==> src/rtl/ckpt_pkg.sv <==
// rtl/ckpt_pkg.sv - checkpoint manager sizing, slot record and ROB age helper
package ckpt_pkg;
  localparam int CHECKPOINT_COUNT = 8;
  localparam int CKPT_ID_W        = $clog2(CHECKPOINT_COUNT);
  localparam int ROB_IDX_W        = 7;

  typedef logic [CKPT_ID_W-1:0] ckpt_id_t;
  typedef logic [CKPT_ID_W:0]   ckpt_cnt_t;
  typedef logic [ROB_IDX_W-1:0] rob_idx_t;

  typedef struct packed {
    logic     valid;
    rob_idx_t rob_idx;
  } ckpt_slot_t;

  // Distance from the oldest ROB entry, modulo the ROB index space
  function automatic rob_idx_t age(input rob_idx_t x, input rob_idx_t rob_head);
    return x - rob_head;
  endfunction
endpackage

==> src/rtl/checkpoint_manager_if.sv <==
// rtl/checkpoint_manager_if.sv - rename/recovery bus of the checkpoint manager; CKPT_STATS_EN adds stall_cycles
interface checkpoint_manager_if;
  import ckpt_pkg::*;

  logic      alloc_req;
  rob_idx_t  alloc_rob_idx;
  logic      alloc_ready;
  logic      alloc_grant;
  ckpt_id_t  alloc_id;
  logic      release_valid;
  ckpt_id_t  release_id;
  rob_idx_t  rob_head;
  logic      flush;
  rob_idx_t  flush_rob_idx;
  logic      rat_restore;
  ckpt_id_t  rat_restore_checkpoint;
  logic      recovery_in_progress;
  ckpt_cnt_t live_count;
  logic      empty;
  logic      release_error;
`ifdef CKPT_STATS_EN
  logic [31:0] stall_cycles;
`endif

  modport master (
    output alloc_req, alloc_rob_idx, release_valid, release_id, rob_head,
           flush, flush_rob_idx, rat_restore, rat_restore_checkpoint, recovery_in_progress,
    input  alloc_ready, alloc_grant, alloc_id, live_count, empty, release_error
`ifdef CKPT_STATS_EN
         , stall_cycles
`endif
  );

  modport slave (
    input  alloc_req, alloc_rob_idx, release_valid, release_id, rob_head,
           flush, flush_rob_idx, rat_restore, rat_restore_checkpoint, recovery_in_progress,
    output alloc_ready, alloc_grant, alloc_id, live_count, empty, release_error
`ifdef CKPT_STATS_EN
         , stall_cycles
`endif
  );
endinterface

==> src/rtl/ckpt_truncate_finder.sv <==
// rtl/ckpt_truncate_finder.sv - finds the oldest live slot, scanning from head, at or younger than a boundary
module ckpt_truncate_finder
  import ckpt_pkg::*;
(
  input  ckpt_slot_t slots_i [CHECKPOINT_COUNT],
  input  ckpt_id_t   head_i,
  input  rob_idx_t   rob_head_i,
  input  rob_idx_t   boundary_i,
  output logic       found_o,
  output ckpt_id_t   slot_o
);
  ckpt_id_t idx;

  always_comb begin
    found_o = 1'b0;
    slot_o  = head_i;
    idx     = head_i;
    for (int i = 0; i < CHECKPOINT_COUNT; i++) begin
      idx = head_i + ckpt_id_t'(i);
      if (!found_o && slots_i[idx].valid &&
          age(slots_i[idx].rob_idx, rob_head_i) >= age(boundary_i, rob_head_i)) begin
        found_o = 1'b1;
        slot_o  = idx;
      end
    end
  end
endmodule

==> src/rtl/checkpoint_manager.sv <==
// rtl/checkpoint_manager.sv - program-order ring of branch checkpoints with release, flush and restore truncation
// Optional stall counter under CKPT_STATS_EN.
module checkpoint_manager
  import ckpt_pkg::*;
(
  input  logic                 clk,
  input  logic                 rst,
  checkpoint_manager_if.slave  cm
);
  localparam ckpt_cnt_t FULL_CNT = ckpt_cnt_t'(CHECKPOINT_COUNT);

  ckpt_id_t   head_q, head_d, tail_q, tail_d;
  ckpt_cnt_t  count_q, count_d;
  ckpt_slot_t slots_q [CHECKPOINT_COUNT];
  ckpt_slot_t slots_d [CHECKPOINT_COUNT];
  logic       err_q, err_d;
`ifdef CKPT_STATS_EN
  logic [31:0] stall_q, stall_d;
`endif

  logic     alloc_ready, grant, rel_ok, flush_found, restore_ok, trunc;
  ckpt_id_t flush_slot, flush_off, restore_off, trunc_off;

  ckpt_truncate_finder u_flush_finder (
    .slots_i    (slots_q),
    .head_i     (head_q),
    .rob_head_i (cm.rob_head),
    .boundary_i (cm.flush_rob_idx),
    .found_o    (flush_found),
    .slot_o     (flush_slot)
  );

  always_comb begin
    alloc_ready = (count_q < FULL_CNT) && !cm.flush && !cm.recovery_in_progress && !cm.rat_restore;
    grant       = cm.alloc_req && alloc_ready;
    rel_ok      = cm.release_valid && (count_q != '0) && (cm.release_id == head_q);
    restore_ok  = cm.rat_restore && slots_q[cm.rat_restore_checkpoint].valid;
    flush_off   = flush_slot - head_q;
    restore_off = cm.rat_restore_checkpoint - head_q;
    trunc       = (cm.flush && flush_found) || restore_ok;
    // The older of the two truncation points wins; a younger restore target is freed by the flush anyway
    if (cm.flush && flush_found && (!restore_ok || flush_off <= restore_off))
      trunc_off = flush_off;
    else
      trunc_off = restore_off;

    head_d  = head_q;
    tail_d  = tail_q;
    count_d = count_q;
    slots_d = slots_q;
    err_d   = err_q || (cm.release_valid && !rel_ok);

    if (rel_ok) begin
      slots_d[head_q].valid = 1'b0;
      head_d  = head_q + ckpt_id_t'(1);
      count_d = count_q - ckpt_cnt_t'(1);
    end

    if (trunc) begin
      tail_d = head_q + trunc_off;
      for (int i = 0; i < CHECKPOINT_COUNT; i++) begin
        if (ckpt_id_t'(ckpt_id_t'(i) - head_q) >= trunc_off)
          slots_d[i].valid = 1'b0;
      end
      if (trunc_off == '0) begin
        head_d  = head_q;
        count_d = '0;
      end else begin
        count_d = ckpt_cnt_t'(trunc_off) - ckpt_cnt_t'(rel_ok);
      end
    end

    if (grant) begin
      slots_d[tail_q] = '{valid: 1'b1, rob_idx: cm.alloc_rob_idx};
      tail_d  = tail_q + ckpt_id_t'(1);
      count_d = count_d + ckpt_cnt_t'(1);
    end

`ifdef CKPT_STATS_EN
    stall_d = stall_q;
    if (cm.alloc_req && !alloc_ready && stall_q != 32'hFFFF_FFFF)
      stall_d = stall_q + 32'd1;
`endif
  end

  always_ff @(posedge clk or posedge rst) begin
    if (rst) begin
      head_q  <= '0;
      tail_q  <= '0;
      count_q <= '0;
      err_q   <= 1'b0;
      for (int i = 0; i < CHECKPOINT_COUNT; i++) slots_q[i] <= '0;
`ifdef CKPT_STATS_EN
      stall_q <= '0;
`endif
    end else begin
      head_q  <= head_d;
      tail_q  <= tail_d;
      count_q <= count_d;
      err_q   <= err_d;
      slots_q <= slots_d;
`ifdef CKPT_STATS_EN
      stall_q <= stall_d;
`endif
    end
  end

  assign cm.alloc_ready   = alloc_ready;
  assign cm.alloc_grant   = grant;
  assign cm.alloc_id      = tail_q;
  assign cm.live_count    = count_q;
  assign cm.empty         = (count_q == '0);
  assign cm.release_error = err_q;
`ifdef CKPT_STATS_EN
  assign cm.stall_cycles  = stall_q;
`endif
endmodule

==> src/flat_wrapper.sv <==
// flat-port wrapper written by rule: the top's interface ports become plain ports
module checkpoint_manager_flat import ckpt_pkg::*;
  (clk, rst, cm_alloc_req, cm_alloc_rob_idx, cm_release_valid, cm_release_id, cm_rob_head, cm_flush, cm_flush_rob_idx, cm_rat_restore, cm_rat_restore_checkpoint, cm_recovery_in_progress, cm_alloc_ready, cm_alloc_grant, cm_alloc_id, cm_live_count, cm_empty, cm_release_error);
  checkpoint_manager_if cm_i ();
  input  logic clk;
  input  logic rst;
  input wire logic [$bits(cm_i.alloc_req)-1:0] cm_alloc_req;
  input wire logic [$bits(cm_i.alloc_rob_idx)-1:0] cm_alloc_rob_idx;
  input wire logic [$bits(cm_i.release_valid)-1:0] cm_release_valid;
  input wire logic [$bits(cm_i.release_id)-1:0] cm_release_id;
  input wire logic [$bits(cm_i.rob_head)-1:0] cm_rob_head;
  input wire logic [$bits(cm_i.flush)-1:0] cm_flush;
  input wire logic [$bits(cm_i.flush_rob_idx)-1:0] cm_flush_rob_idx;
  input wire logic [$bits(cm_i.rat_restore)-1:0] cm_rat_restore;
  input wire logic [$bits(cm_i.rat_restore_checkpoint)-1:0] cm_rat_restore_checkpoint;
  input wire logic [$bits(cm_i.recovery_in_progress)-1:0] cm_recovery_in_progress;
  output wire logic [$bits(cm_i.alloc_ready)-1:0] cm_alloc_ready;
  output wire logic [$bits(cm_i.alloc_grant)-1:0] cm_alloc_grant;
  output wire logic [$bits(cm_i.alloc_id)-1:0] cm_alloc_id;
  output wire logic [$bits(cm_i.live_count)-1:0] cm_live_count;
  output wire logic [$bits(cm_i.empty)-1:0] cm_empty;
  output wire logic [$bits(cm_i.release_error)-1:0] cm_release_error;
  assign cm_i.alloc_req = cm_alloc_req;
  assign cm_i.alloc_rob_idx = cm_alloc_rob_idx;
  assign cm_i.release_valid = cm_release_valid;
  assign cm_i.release_id = cm_release_id;
  assign cm_i.rob_head = cm_rob_head;
  assign cm_i.flush = cm_flush;
  assign cm_i.flush_rob_idx = cm_flush_rob_idx;
  assign cm_i.rat_restore = cm_rat_restore;
  assign cm_i.rat_restore_checkpoint = cm_rat_restore_checkpoint;
  assign cm_i.recovery_in_progress = cm_recovery_in_progress;
  assign cm_alloc_ready = cm_i.alloc_ready;
  assign cm_alloc_grant = cm_i.alloc_grant;
  assign cm_alloc_id = cm_i.alloc_id;
  assign cm_live_count = cm_i.live_count;
  assign cm_empty = cm_i.empty;
  assign cm_release_error = cm_i.release_error;
  checkpoint_manager u_core (.clk(clk), .rst(rst), .cm(cm_i));
endmodule
==> config.mk <==
export PLATFORM = sky130hd
export DESIGN_NAME = checkpoint_manager_flat
export DESIGN_NICKNAME = d
export VERILOG_FILES = /design/src/rtl/ckpt_pkg.sv /design/src/rtl/checkpoint_manager_if.sv /design/src/rtl/ckpt_truncate_finder.sv /design/src/rtl/checkpoint_manager.sv /design/src/flat_wrapper.sv
export SDC_FILE = /design/constraint.sdc
export NUM_CORES = 1
export LEC_CHECK = 0
export CAP_MARGIN = 20
export CORE_MARGIN = 1.5
export CORE_UTILIZATION = 49
export DETAILED_ROUTE_END_ITERATION = 8
export PLACE_DENSITY_LB_ADDON = 0.3
export SYNTH_ARGS = -nofsm -noshare
export SYNTH_HDL_FRONTEND = slang
export SYNTH_SLANG_ARGS = --single-unit
==> constraint.sdc <==
create_clock -name clk -period 14.9 [get_ports clk]
set_input_delay 2.98 -clock clk [delete_from_list [all_inputs] [get_ports clk]]
set_output_delay 2.98 -clock clk [all_outputs]
set_load 0.05 [all_outputs]
Word-level counts from Yosys, hierarchy flattened
Cells that the tools add are included.
{ "word_totals": {"word_cells": 215, "output_inout_bits": 11, "register_bits": 75, "in_bits": 34} }
{ "classes": {"n_reduce_logical": 46, "addsub": 31, "n_mux": 76, "n_eq_ne": 2, "bitwise": 10, "n_lt_le_gt_ge": 30} }
{ "ops": {"columns": ["cell", "count"], "rows": [
  ["8-bit binary-select mux with 3-bit select", 9],
  ["8-bit two-way mux", 20],
  ["64-bit bitwise mux", 2],
  ["64-bit two-way mux", 2],
  ["7-bit subtractor", 9],
  ["7-bit >= comparator", 8],
  ["8-bit demux with 3-bit select", 2],
  ["4-bit >= comparator (second input constant)", 10],
  ["3-bit NOT with 4-bit output", 10],
  ["3-bit two-way mux", 13],
  ["1-bit logical AND", 27],
  ["3-bit >= comparator", 8],
  ["1-bit two-way mux", 24],
  ["4-bit two-way mux", 4],
  ["3-bit adder (second input constant)", 4],
  ["1-bit logical NOT", 12],
  ["3-bit subtractor (first input constant)", 4],
  ["4-bit by 1-bit < comparator with 1-bit output (second input constant)", 2],
  ["3-bit by 1-bit adder with 3-bit output (second input constant)", 2],
  ["3-bit by 2-bit adder with 3-bit output (second input constant)", 2],
  ["1-bit by 3-bit subtractor with 3-bit output (first input constant)", 2],
  ["2-bit by 3-bit subtractor with 3-bit output (first input constant)", 2],
  ["3-bit subtractor", 2],
  ["4-bit by 1-bit adder with 4-bit output (second input constant)", 1],
  ["12 further kinds", 14]
]} }

Depth between registers and ports, before layout
{ "logic_depth": {"ltp_word": 46, "mapped_depth": 49, "depth_no_buf": 42} }

Hierarchy
From an unflattened synthesis, not the netlist that was laid out.
{ "hier_totals": {"cells_unflattened": 943, "hier_area_um2": 9887.0} }
{ "by_module_without_submodules": {"columns": ["mod", "n_inst", "area_per_inst_um2", "seq_area_each_um2", "cells_per_inst"], "rows": [
  ["ckpt_truncate_finder", 1, 5773.0, 0.0, 597],
  ["checkpoint_manager", 1, 4113.9, 1876.8, 346]
]} }

Worst setup path after synthesis
OpenSTA, ideal clock, no wires.
{ "synth_timing": {"path_kind": "input to register", "startpoint": "input cm_rob_head[1]", "endpoint": "register u_core.count_q[1], in the netlist u_core.cm.live_count[1]", "n_path_buf": 1, "setup_slack_ns": 4.148, "arrival_time_ns": 10.627, "path_stages": 36, "setup_time_ns": 0.125, "required_time_ns": 14.775, "cell_sequence": "inv_1 > ha_1 > nor2b_1 > o21ai_0 > nand2b_1 > a21o_1 > a21oi_1 > xor2_1 > ha_1 > a21oi_1 > nor2b_1 > a211oi_1 > o22ai_2 > nor3_1 > nand2_1 > o22ai_1 > xnor2_1 > ha_1 > fa_1 > xor2_1 > and3_1 > a221oi_2 > ha_1 > o21a_1 > o21ai_0 > o21ai_0 > a31oi_1 > clkbuf_1 > mux2i_1 > inv_1 > ha_1 > nor2_1 > nor2_1 > a21oi_1 > ha_1 > mux2_2"} }
{ "synth_via": {"elab_chain_cells": 42, "word_cells_on_any_way": 67, "cone_classes": "add/sub (12); order compare (9); mux (19); reduce/logical (27)"} }
{ "synth_lines": {"columns": ["element", "line_no", "text"], "rows": [
  ["from (decl)", "flat_wrapper.sv:11", "input wire logic [$bits(cm_i.rob_head)-1:0] cm_rob_head;"],
  ["7-bit subtractor", "ckpt_pkg.sv:18", "return x - rob_head;"],
  ["7-bit >= comparator", "ckpt_truncate_finder.sv:21", "age(slots_i[idx].rob_idx, rob_head_i) >= age(boundary_i, rob_head_i)) begin"],
  ["1-bit logical AND", "ckpt_truncate_finder.sv:20", "if (!found_o && slots_i[idx].valid &&"],
  ["1-bit two-way mux", "ckpt_truncate_finder.sv:20", null],
  ["1-bit logical NOT", "ckpt_truncate_finder.sv:20", null],
  ["1-bit logical AND (2 in series)", "ckpt_truncate_finder.sv:20", null],
  ["1-bit two-way mux", "ckpt_truncate_finder.sv:20", null],
  ["1-bit logical NOT", "ckpt_truncate_finder.sv:20", null],
  ["[26 not listed]", null, null],
  ["1-bit logical AND", "checkpoint_manager.sv:42", "if (cm.flush && flush_found && (!restore_ok || flush_off <= restore_off))"],
  ["3-bit two-way mux", "checkpoint_manager.sv:42", null],
  ["3-bit by 1-bit subtractor with 4-bit output / 3-bit logical NOT (equally long branches)", "checkpoint_manager.sv:69, checkpoint_manager.sv:65", null],
  ["4-bit two-way mux", "checkpoint_manager.sv:65", "if (trunc_off == '0) begin"],
  ["4-bit two-way mux *", "checkpoint_manager.sv:59", "if (trunc) begin"],
  ["4-bit by 1-bit adder with 4-bit output", "checkpoint_manager.sv:76", "count_d = count_d + ckpt_cnt_t'(1);"],
  ["4-bit two-way mux *", "checkpoint_manager.sv:73", "if (grant) begin"],
  ["via u_core.count_d[1]", "checkpoint_manager.sv:13", "ckpt_cnt_t count_q, count_d;"],
  ["to (signal assigned)", "checkpoint_manager.sv:99", "count_q <= count_d;"],
  ["to (decl)", "checkpoint_manager.sv:13", null]
]} }
Mark *: on every way through the listed nets, which the timed path passes. The rest lies on a longest branch.
A chain may end at the register's enable or synchronous reset.

==> flow_summary.json <==
{
  "outcome": "finished clean",
  "syn_area_sq_mm": 0.009751,
  "hold_viol": 0,
  "fp.coreArea_sq_mm": 0.01946,
  "routedWlPerCell_um": 19.19,
  "drtIter0Drc": 815,
  "synth_common_cells": "ha_1 (136), nand2_1 (136), dfrtp_1 (75)",
  "clk_path_buf_depth": 2,
  "cp_max_fo": 15,
  "die_x_um": 144.1,
  "synth_ff_type": "dfrtp_1",
  "rows": 51,
  "clk_latency_ns": 0.34,
  "grt_pass1_vias": 7437,
  "postCtsSetupBuffers": 0,
  "die_area_sq_mm": 0.02075,
  "io_pins": 45,
  "path_buf_inv": 3,
  "yosysUniqueCellTypes": 66,
  "avgSynthCellArea_sq_um": 9.970,
  "slowest_stage": "a31oi_1",
  "h-tree-depth": 3,
  "wirelength_mm": 24.47,
  "setup.worst_path.start_class": "input port",
  "ant_nets": 0,
  "fin_crit_sh_pct": 84.45,
  "setup_tns_ns": 0,
  "grt_max_degree": 76,
  "synth-seq-cells": 75,
  "cpMostUsedCell": "ha_1",
  "area_growth_pct": 9.868,
  "async_flop_share_pct": 100.0,
  "root_buffer": "clkbuf_16",
  "insertedDiodeCount": 0,
  "path_class": "input port to register",
  "synthCells": 978,
  "period_minus_slack_ns": 12.58,
  "wl_met3_mm": 1.452,
  "initial_core_util_pct": 50.10,
  "final_nets": 1187,
  "required_ns": 15.15,
  "synth_top_area_share_pct": 19.25,
  "dr.pass1.iters": 7,
  "dp_hpwl_mm": 18.84,
  "cts_tree": "done",
  "track_usage_pct": 24.70,
  "post_cts_resize_count": 0,
  "drc": 0,
  "vias": 7829,
  "synth_edf_count": 0,
  "dr_wl_met2_mm": 11.10,
  "yosys_warnings": 0,
  "wl_met1_mm": 11.56,
  "path_clk_slew_ns": 0.06,
  "slew_headroom_pct": 28.97,
  "tightestPinTransition_ns": 1.061,
  "vias_per_cell": 6.140,
  "max_freq_mhz": 79.47,
  "yosysSeqAreaShare_pct": 19.25,
  "grt_pass1_wl_mm": 39.52,
  "cp-end-kind": "register",
  "path_delay_family": "compound AO/OA/AOI/OAI gates",
  "grt_setup_unrepaired": "false",
  "overflow": 0,
  "fill_cells": 1692,
  "worstHoldPathType": "register to register",
  "fin_skew_ns": 0.006095,
  "die_y_um": 144.1,
  "drv_slew": 0,
  "cts_hold_buf": 0,
  "cts.sinks": 75,
  "highest_layer": "met4",
  "drv_cap": 0,
  "synthTopCellsByArea": "dfrtp_1 (19%), ha_1 (17%), mux4_2 (15%)",
  "cp.arrival_ns": 12.83,
  "antenna_found_initial": 0,
  "cts_made_buffers": 9,
  "critPathMaxStageDelay_ns": 0.79,
  "synth_area_leader_cell": "dfrtp_1",
  "portBuffers": 44,
  "drive_gt1_share_pct": 17.52,
  "place.gp.congestion": 0.8963,
  "setup-violations-final": 0,
  "syn_nets": 1160
}
-- state kept, by name (all words and copies together) (netlist names) --
register / count
u_core.head_q: 3
u_core.slots_q: 64
u_core.cm.live_count: 4
u_core.cm.alloc_id: 3
u_core.cm.release_error: 1
-- final timing paths --
kind                                          from  slack, ns  cells after the start                 endpoint
max reg2reg                       u_core.head_q[2]       3.28                     38       u_core.slots_q[55]
max                                 cm_rob_head[1]       2.32                     35       u_core.slots_q[55]
min in group asynchronous                      rst       3.26                      3    u_core.cm.alloc_id[2]
min                        u_core.cm.release_error       0.48                      1  u_core.cm.release_error
min reg2reg                u_core.cm.release_error       0.48                      1  u_core.cm.release_error
max in group asynchronous                      rst      10.94                      3         u_core.head_q[0]
-- cell families after synthesis --
| family | synth area share, % |
|---|---|
| simple gates | 10.89 |
| compound gates | 13.09 |
| mux | 26.37 |
| fa+ha+maj | 20.13 |
| buf+inv | 3.709 |
| flops | 19.25 |
| xor+xnor | 6.557 |
-- area by class of cell --
cell class | instances | area (sq um) | area share, %
Clock buffer | 10 | 229.0 | 2.137
Clock inverter | 6 | 66.31 | 0.6190
Inverter | 49 | 183.9 | 1.717
Multi-Input combinational cell | 817 | 7512 | 70.12
Sequential cell | 75 | 1882 | 17.57
Tap cell | 265 | 331.6 | 3.095
Timing Repair Buffer | 53 | 508.0 | 4.742
-- layer usage --
metal | global-route usage [%] | up-vias
met5 | 0 | -
met4 | 6.069 | 0
met3 | 3.742 | 22
met2 | 38.10 | 290
met1 | 36.29 | 3830
li1 | - | 3687
-- metrics by stage --
| stage | utilization [%] | cell area (sq um) | hold slack [ns] | std cells | worst slack [ns] |
|---|---|---|---|---|---|
| 5_1_grt | 55.04 | 10710 | 0.5145 | 1275 | 1.464 |
| 3_3_place_gp | 53.53 | 10420 | 0.4449 | 1259 | 2.405 |
| 2_1_floorplan | - | 9751 | 0.5263 | 978 | 4.148 |
| 6_report | 55.04 | 10710 | 0.4797 | 1275 | 2.317 |
| 3_5_place_dp | 53.53 | 10420 | 0.4721 | 1259 | 2.069 |
| 4_1_cts | 55.04 | 10710 | 0.4846 | 1275 | 2.370 |
-- placed cells by master (no fill, tap or decap), types with 29 or more instances in the layout --
cell             netlist  layout
xnor2_1               39      39
xor2_1                29      29
o21ai_0               29      29
mux2i_1               30      30
ha_1                 136     136
clkdlybuf4s50_1        0      44
mux2_2                68      68
a21oi_1               67      67
mux4_2                65      65
inv_1                 44      43
a21o_1                34      34
nand2_1              136     136
dfrtp_1               75      73
Power is not shown: default switching activity piles up to over one toggle a cycle in this logic, so the estimate is an artifact.
